==> src/rtl/twiddle_seq_gen.sv <==
// Twiddle sequencer: streams W_N^(k*2^s) for one radix-2 stage on start; TW_BITREV_EN selects bit-reversed k order.
// Latency: first entry valid 1 cycle after the accepted start, then 1 entry/cycle under continuous ready.
// Backpressure: tw_valid/tw_ready; while stalled every output is held; start while busy is ignored.
module twiddle_seq_gen #(
    parameter int N_LOG2   = 5,
    parameter int TW_W     = 12,
    parameter int Q        = 10,
    parameter     ROM_FILE = "tw_n32_q10.hex"
) (
    input  logic                     i_clk,
    input  logic                     i_rst_n,
    input  logic                     i_start,
    input  logic [3:0]               i_stage,
    input  logic                     i_inverse,
    output logic                     o_busy,
    output logic                     o_err,
    output logic                     o_tw_valid,
    input  logic                     i_tw_ready,
    output logic signed [TW_W-1:0]   o_tw_real,
    output logic signed [TW_W-1:0]   o_tw_imag,
    output logic [N_LOG2-1:0]        o_tw_index,
    output logic                     o_tw_last
);

    localparam int     N       = 1 << N_LOG2;
    localparam int     HALF    = N / 2;
    localparam longint PI_Q30  = 64'sd3373259426;

    generate
        if (Q > TW_W - 2) begin : g_bad_q
            $error("twiddle_seq_gen: Q must not exceed TW_W-2");
        end
        if (N_LOG2 < 2 || N_LOG2 > 10 || $bits(ROM_FILE) == 0) begin : g_bad_n
            $error("twiddle_seq_gen: N_LOG2 outside 2..10 or empty ROM_FILE");
        end
    endgenerate

    // Elaboration-time image of the ROM_FILE contents: fixed-point Taylor series on the
    // first-quadrant angle, magnitudes rounded half away from zero, then quadrant signs.
    function automatic logic [2*TW_W-1:0] rom_entry(input int e);
        longint a, x2, c, s, tc, ts, cq, sq, re, im;
        int     quarter, qd, r;
        quarter = N / 4;
        qd      = e / quarter;
        r       = e % quarter;
        a       = (2 * PI_Q30 * longint'(r)) >>> N_LOG2;
        x2      = (a * a) >>> 30;
        c       = 0;
        s       = 0;
        tc      = 64'sd1 <<< 30;
        ts      = a;
        for (int n = 0; n < 12; n++) begin
            c  = c + tc;
            s  = s + ts;
            tc = -((tc * x2) >>> 30) / longint'((2*n+1) * (2*n+2));
            ts = -((ts * x2) >>> 30) / longint'((2*n+2) * (2*n+3));
        end
        if (c < 0) c = 0;
        if (s < 0) s = 0;
        cq = ((c <<< Q) + (64'sd1 <<< 29)) >>> 30;
        sq = ((s <<< Q) + (64'sd1 <<< 29)) >>> 30;
        if (qd == 0) begin
            re = cq;
            im = -sq;
        end else begin
            re = -sq;
            im = -cq;
        end
        return {re[TW_W-1:0], im[TW_W-1:0]};
    endfunction

    logic [2*TW_W-1:0] w_rom [HALF];

    generate
        for (genvar g = 0; g < HALF; g++) begin : g_rom
            localparam logic [2*TW_W-1:0] P_ENTRY = rom_entry(g);
            assign w_rom[g] = P_ENTRY;
        end
    endgenerate

    typedef enum logic {S_IDLE, S_RUN} state_t;

    state_t                   r_state, w_state_nxt;
    logic [N_LOG2-1:0]        r_k, w_k_nxt;
    logic [3:0]               r_stage, w_stage_nxt;
    logic                     r_inv, w_inv_nxt;
    logic                     r_busy, w_busy_nxt;
    logic                     r_err, w_err_nxt;
    logic                     r_valid, w_valid_nxt;
    logic                     r_last;
    logic                     w_load, w_done;
    logic                     w_illegal;
    logic signed [TW_W-1:0]   r_real, r_imag;
    logic [N_LOG2-1:0]        r_index;
    logic [N_LOG2-1:0]        w_e, w_mlast;
    logic [2*TW_W-1:0]        w_entry;
    logic signed [TW_W-1:0]   w_rom_re, w_rom_im, w_imag_sel;

    assign w_illegal = (32'(i_stage) >= N_LOG2);

    always_comb begin
        w_state_nxt = r_state;
        w_k_nxt     = r_k;
        w_stage_nxt = r_stage;
        w_inv_nxt   = r_inv;
        w_busy_nxt  = r_busy;
        w_err_nxt   = 1'b0;
        w_valid_nxt = r_valid;
        w_load      = 1'b0;
        w_done      = 1'b0;
        case (r_state)
            S_IDLE: begin
                if (i_start) begin
                    if (w_illegal) begin
                        w_err_nxt = 1'b1;
                    end else begin
                        w_stage_nxt = i_stage;
                        w_inv_nxt   = i_inverse;
                        w_k_nxt     = '0;
                        w_busy_nxt  = 1'b1;
                        w_valid_nxt = 1'b1;
                        w_load      = 1'b1;
                        w_state_nxt = S_RUN;
                    end
                end
            end
            S_RUN: begin
                if (r_valid && i_tw_ready) begin
                    if (r_last) begin
                        w_valid_nxt = 1'b0;
                        w_busy_nxt  = 1'b0;
                        w_done      = 1'b1;
                        w_state_nxt = S_IDLE;
                    end else begin
                        w_k_nxt = r_k + 1'b1;
                        w_load  = 1'b1;
                    end
                end
            end
            default: w_state_nxt = S_IDLE;
        endcase
    end

    assign w_mlast = N_LOG2'((N >> (32'(w_stage_nxt) + 1)) - 1);

`ifdef TW_BITREV_EN
    // Reversing all N_LOG2 bits then dropping s+1 LSBs reverses k over log2(m) bits.
    logic [N_LOG2-1:0] w_krev;
    always_comb begin
        w_krev = '0;
        for (int i = 0; i < N_LOG2; i++) begin
            w_krev[i] = w_k_nxt[N_LOG2-1-i];
        end
    end
    assign w_e = (w_krev >> (5'(w_stage_nxt) + 5'd1)) << w_stage_nxt;
`else
    assign w_e = w_k_nxt << w_stage_nxt;
`endif

    assign w_entry    = w_rom[w_e[N_LOG2-2:0]];
    assign w_rom_re   = w_entry[2*TW_W-1:TW_W];
    assign w_rom_im   = w_entry[TW_W-1:0];
    assign w_imag_sel = w_inv_nxt ? -w_rom_im : w_rom_im;

    always_ff @(posedge i_clk or negedge i_rst_n) begin
        if (!i_rst_n) begin
            r_state <= S_IDLE;
            r_k     <= '0;
            r_stage <= '0;
            r_inv   <= 1'b0;
            r_busy  <= 1'b0;
            r_err   <= 1'b0;
            r_valid <= 1'b0;
            r_last  <= 1'b0;
            r_real  <= '0;
            r_imag  <= '0;
            r_index <= '0;
        end else begin
            r_state <= w_state_nxt;
            r_k     <= w_k_nxt;
            r_stage <= w_stage_nxt;
            r_inv   <= w_inv_nxt;
            r_busy  <= w_busy_nxt;
            r_err   <= w_err_nxt;
            r_valid <= w_valid_nxt;
            if (w_load) begin
                r_real  <= w_rom_re;
                r_imag  <= w_imag_sel;
                r_index <= w_e;
                r_last  <= (w_k_nxt == w_mlast);
            end else if (w_done) begin
                r_last  <= 1'b0;
            end
        end
    end

    assign o_busy     = r_busy;
    assign o_err      = r_err;
    assign o_tw_valid = r_valid;
    assign o_tw_real  = r_real;
    assign o_tw_imag  = r_imag;
    assign o_tw_index = r_index;
    assign o_tw_last  = r_last;

endmodule

==> config.mk <==
export PLATFORM = sky130hd
export DESIGN_NAME = twiddle_seq_gen
export DESIGN_NICKNAME = d
export VERILOG_FILES = /design/src/rtl/twiddle_seq_gen.sv
export SDC_FILE = /design/constraint.sdc
export NUM_CORES = 1
export LEC_CHECK = 0
export CAP_MARGIN = 0
export CORE_MARGIN = 3
export CORE_UTILIZATION = 55
export CTS_CLUSTER_DIAMETER = 120
export DETAILED_ROUTE_END_ITERATION = 10
export PLACE_DENSITY = 0.8
export SYNTH_ARGS = -nofsm -noshare
export SYNTH_HDL_FRONTEND = slang
export SYNTH_SLANG_ARGS = --single-unit
==> constraint.sdc <==
create_clock -name i_clk -period 4.89 [get_ports i_clk]
set_input_delay 0.978 -clock i_clk [delete_from_list [all_inputs] [get_ports i_clk]]
set_output_delay 0.978 -clock i_clk [all_outputs]
set_load 0.1 [all_outputs]
Word level (Yosys, flattened, before mapping)
Memories as Yosys holds them, arrays and structs flattened.
Index checks and enable logic that the tools add are counted.
{ "totals": {"reg_bits": 43, "memories": 1, "inputBits": 9, "rom_bits": 384} }
{ "mem_list": {"columns": ["name", "words", "word_bits", "rd", "rd_clocked_by_memory_dff", "wr", "line_no", "text"], "rows": [
  ["(name not given)", 16, 24, 1, 0, 0, "160", "assign w_entry = w_rom[w_e[N_LOG2-2:0]];"]
]} }
{ "op_classes": {"muxes": 34, "n_reduce_logical": 3, "n_addsub": 4, "n_bitwise": 2, "n_lt_le_gt_ge": 2, "n_eq_ne": 5, "shift": 2} }
{ "ops": {"columns": ["op", "count"], "rows": [
  ["$mux W24", 2],
  ["$mux W1", 20],
  ["$mux W5", 4],
  ["$mux W12", 1],
  ["$mux W4", 3],
  ["$neg A12 Y12", 1],
  ["$pmux W5 S2", 1],
  ["$pmux W1 S2", 3],
  ["$shr A6 B5 Y5 const A", 1],
  ["$add A4 B1 Y5 const B", 1],
  ["$add A5 B1 Y5 const B", 1],
  ["$eq A5 B5 Y1", 1],
  ["$ge A5 B5 Y1 const B", 1],
  ["$not A4 Y5", 1],
  ["$shl A5 B4 Y5", 1],
  ["$sub A5 B2 Y5 const B", 1],
  ["$ge A4 B3 Y1 const B", 1],
  ["$ne A2 B1 Y1 const B", 2],
  ["$ne A2 B2 Y1 const B", 2],
  ["$reduce_and A4 Y1", 1],
  ["$reduce_bool A2 Y1", 1],
  ["$logic_and A1 B1 Y1", 1],
  ["$not A1 Y1", 1]
]} }

Depth between registers and ports, before layout
{ "logic_depth": {"ltp_word": 11, "ltp_mapped": 15, "ltp_nobuf": 13} }

Least setup slack after synthesis
No wires, ideal clock.
{ "synth_timing": {"path_kind": "reg2reg", "start": "register r_valid, in the netlist o_tw_valid", "end": "register r_imag[10], in the netlist o_tw_imag[10]", "slack_ns": 0.571, "period_less_slack_ns": 4.319, "path_stages_with_launch": 12, "arrival_time_ns": 4.248, "required_time_ns": 4.819, "path_cell_list": "dfrtp_1 > nand3_2 > or3_1 > and2_1 > a221oi_1 > o21ai_1 > o221ai_1 > ha_1 > nand2b_1 > or4_1 > or4_1 > nand3_1"} }
{ "synth_via": {"elab_chain_len": 10} }
{ "synth_rtl": {"columns": ["item", "line_no", "text"], "rows": [
  ["start: declaration", "89", "logic r_valid, w_valid_nxt;"],
  ["start signal: assignment", "185", "r_valid <= w_valid_nxt;"],
  ["$logic_and A1 B1 Y1 (*)", "128", "if (r_valid && i_tw_ready) begin"],
  ["$mux W5", "128", null],
  ["$pmux W5 S2", "111", "case (r_state)"],
  ["$shl A5 B4 Y5", "157", "assign w_e = w_k_nxt << w_stage_nxt;"],
  ["$not A4 Y5 (implied by the code)", "160", null],
  ["$mem_v2 Z16 W24", null, null],
  ["$mux W24 (implied by the code) (2 in series)", "160", null],
  ["$neg A12 Y12", "163", "assign w_imag_sel = w_inv_nxt ? -w_rom_im : w_rom_im;"],
  ["$mux W12", "163", null],
  ["end signal: assignment", "188", "r_imag <= w_imag_sel;"],
  ["end: declaration", "93", "logic signed [TW_W-1:0] r_real, r_imag;"]
]} }
Every way passes the cells marked *; elsewhere a longest branch is shown, timed or not. The select of a mux whose other input is x is not followed.
A chain may end at the register's enable or synchronous reset.

Final worst setup path
{ "layout_timing": {"start": "input port i_stage[3]", "end": "register r_imag[10], in the netlist o_tw_imag[10]"} }
{ "layout_via": {"elab_chain_len": 11} }
{ "layout_rtl": {"columns": ["item", "line_no", "text"], "rows": [
  ["start: declaration", "13", "input logic [3:0] i_stage,"],
  ["$ge A4 B3 Y1", "99", "assign w_illegal = (32'(i_stage) >= N_LOG2);"],
  ["$mux W5 or $mux W4 (tied branches)", "114", "if (w_illegal) begin"],
  ["$mux W5 or $mux W4 (tied branches)", "113", "if (i_start) begin"],
  ["$pmux W5 S2 or $mux W4 (tied branches)", "111", null],
  ["$shl A5 B4 Y5", "157", null],
  ["$not A4 Y5 (implied by the code)", "160", null],
  ["$mem_v2 Z16 W24", null, null],
  ["$mux W24 (implied by the code) (2 in series)", "160", null],
  ["$neg A12 Y12", "163", null],
  ["$mux W12", "163", null]
]} }
Several ways; a longest one is shown, not always the timed one. The select of a mux whose other input is x is not followed.

==> impl_metrics.yaml <==
clock_network:
  clock_sinks: 42
  cts_root_buf: "clkbuf_8"
  clk-insertion-delay-late_ps: 290
  post-cts-setup-buffer-count: 0
  cts_tree: "yes"
  cts_buffers: 5
  htree_levels: 2
  cts_resized: 0
  cts_hold_buf: 0
  clockBufferDepth: 2
  path_clk_slew_ps: 70
global_route:
  grt.total_usage: 0.2750
  grt_pass1_wl_um: 13580
  grt_overflow: 0
  grt_max_degree: 43
  grt_pass1_vias: 2663
  grt_antenna_before_repair: 0
synth:
  synthMuxAreaShare: 0.01784
  synth-adder-area-share: 0.05098
  synth_top_area_frac: 0.3568
  synth_simple_gate_area_frac: 0.2387
  syn_area_per_cell_um2: 8.391
  postSynthRegisterBits: 42
  syn-num-nets: 372
  yosys.cell_types.count: 66
  synth-edff-count: 0
  syn-cell-area_um2: 2945
  syn-instance-count: 351
  yosys.area_share.xor_xnor: 0.02974
  ys_seq_area_frac: 0.3568
  async_reset_ff_frac: 1.000
  synth_top_family_by_area: "compound AO/OA/AOI/OAI gates"
  synth_warnings: 0
  synth_area_leaders: "dfrtp_1, nand2_1, nor2_1"
  synth_compound_area_frac: 0.2591
  yosys_most_used_dff: "dfrtp_1"
  netlist.top_cell.by_area: "dfrtp_1"
detailed_routing:
  drtIter0Drc: 330
  ant_nets: 0
  totalWireLength_um: 7959
  viasPerCell: 6.085
  drc_errors: 0
  first_pass_iters: 5
  via_count: 2872
  wl_per_cell_um: 16.86
worst_setup_path:
  startpoint_type: "input port"
  rrSetupSlack_ps: 970
  cp.required_ps: 5120
  worstSetupPathType: "input port to flop"
  r2r_start: "r_state"
  critPathArrivalTime_ps: 4810
  r2r_end: "o_tw_imag[10]"
  crit_fanout: 10
  r2r_cells: 11
  cp-end-kind: "flop"
cells_and_area:
  fin_nets: 422
  finalCoreUtilization: 0.7008
  syn2layout_area_growth_pct: 22.30
  num_antenna_cells: 0
  drive_above_1_share: 0.1169
sta:
  tns_ps: 0
  setup_viol: 0
  rsz0062_at_grt: "no"
  period_needed_ps: 4580
  max_slew_margin: 0.3304
  fin_crit_sh: 0.9366
  maxSlewViolCount: 0
  fmax_ghz: 0.2184
  finClkSkew_ps: 5.742
  worst_slew_pin_slew_ps: 1001
  hold_viol_final: 0
floorplan:
  core_area_um2: 5140
  die_w_um: 79.18
  initial_core_util: 0.5730
  die_area_um2: 6269
  ios: 42
  die_height_um: 79.18
  fp-row-count: 26
outcome:
  outcome: "finished, final reports clean"
hold_path:
  whs_endpoint: "o_tw_index[0]"
  whs_path_depth: 2
  hp-class: "flop to flop"
  hold_path.startpoint: "o_tw_index[0]"
placement:
  place_congestion: 0.9910
  post-dp-hpwl_um: 5991
  numPortBuffers: 41
job:
  cap_violations: 0
-- worst max-delay path: stages --
cell and delay, ps:
clkdlybuf4s50_1 500, nor4b_2 500, nand2_1 210, a211o_1 340, a21o_1 200, buf_4 180, ha_1 340, nor4_1 380
o21ai_2 180, or4_1 500, or4_1 410, nand3_1 90
-- cells by family after synthesis --
kind of cell / after synthesis
XOR/XNOR: 10
adder cells (fa/ha/maj): 12
multiplexers: 5
AO/OA/AOI/OAI: 111
AND/OR/NAND/NOR: 140
buffers and inverters: 31
flip-flops: 42
-- cells in the final DEF (no fill, tap or decap), types with 7 or more instances in the layout --
| cell type | synthesis | final |
|---|---|---|
| a21oi_1 | 27 | 26 |
| a31oi_1 | 7 | 7 |
| buf_4 | 2 | 22 |
| clkdlybuf4s50_1 | 0 | 40 |
| dfrtp_1 | 42 | 42 |
| ha_1 | 12 | 12 |
| inv_1 | 10 | 10 |
| nand2_1 | 44 | 44 |
| nand3_1 | 12 | 12 |
| nor2_1 | 42 | 42 |
| nor3_1 | 11 | 11 |
| o21ai_0 | 24 | 24 |
-- layer usage --
layer  vias to the layer above  GRT usage  wire length [um]
met3                         8    0.05556               607
met4                         0    0.07904                85
li1                       1387          -                 -
met5                         -          0                 0
met2                       128     0.4082              3530
met1                      1349     0.4040              3735
-- synth_stat cells, drive strengths merged (2+ instances only) --
library cell  instances
nor2                 43
o21a                  3
xnor2                 6
nand2                45
a31oi                 7
mux2i                 3
inv                  10
o22ai                 3
o22a                  2
or2                   2
ha                   12
or3                   2
a211o                 2
or4                   5
o31ai                 6
a21oi                27
nor3b                 3
a2111oi               2
a221o                 2
a22oi                 5
o211a                 2
a21o                  6
nand4b                3
nand3                13
nor3                 11
o211ai                4
a311o                 2
buf                  11
nand4                 2
o21ai                27
a221oi                3
and2                  2
nor4b                 2
clkbuf                9
xor2                  4
mux2                  2
dfrtp                42
-- metrics by stage --
stage	instances	setup slack [ps]	cell area [um^2]	hold slack, ps
global placement	464	45.56	3511	461.4
CTS	472	347.7	3602	495.0
global route	472	90.67	3602	518.8
detailed placement	464	40.18	3511	478.9
finish	472	310.2	3602	485.1
floorplan	351	570.9	2945	480.7
-- flip-flops by register name, summed over array words and instances, names as in the netlist --
signal,cells
o_tw_real,12
o_tw_last,1
o_tw_imag,11
o_tw_index,5
r_state,1
r_inv,1
o_tw_valid,1
r_k,5
r_stage,4
o_err,1
-- worst max path at each step --
stage | slack [ps] | start | endpoint
floorplan | 570 | o_tw_valid | o_tw_imag[10]
global placement | 50 | i_stage[2] | o_tw_imag[10]
detailed placement | 40 | i_stage[3] | o_tw_imag[10]
CTS | 350 | i_stage[3] | o_tw_imag[10]
global route | 90 | i_stage[3] | o_tw_imag[10]
finish | 310 | i_stage[3] | o_tw_imag[10]
-- cell type report --
cell class	count	area, um^2
Fill cell	441	1538
Clock inverter	1	5.005
Multi-Input combinational cell	278	1760
Tap cell	70	87.58
Timing Repair Buffer	63	570.5
Clock buffer	7	86.33
Sequential cell	42	1051
Inverter	11	41.29
Power is not shown: default switching activity piles up to over one toggle a cycle in this logic, so the estimate is an artifact.
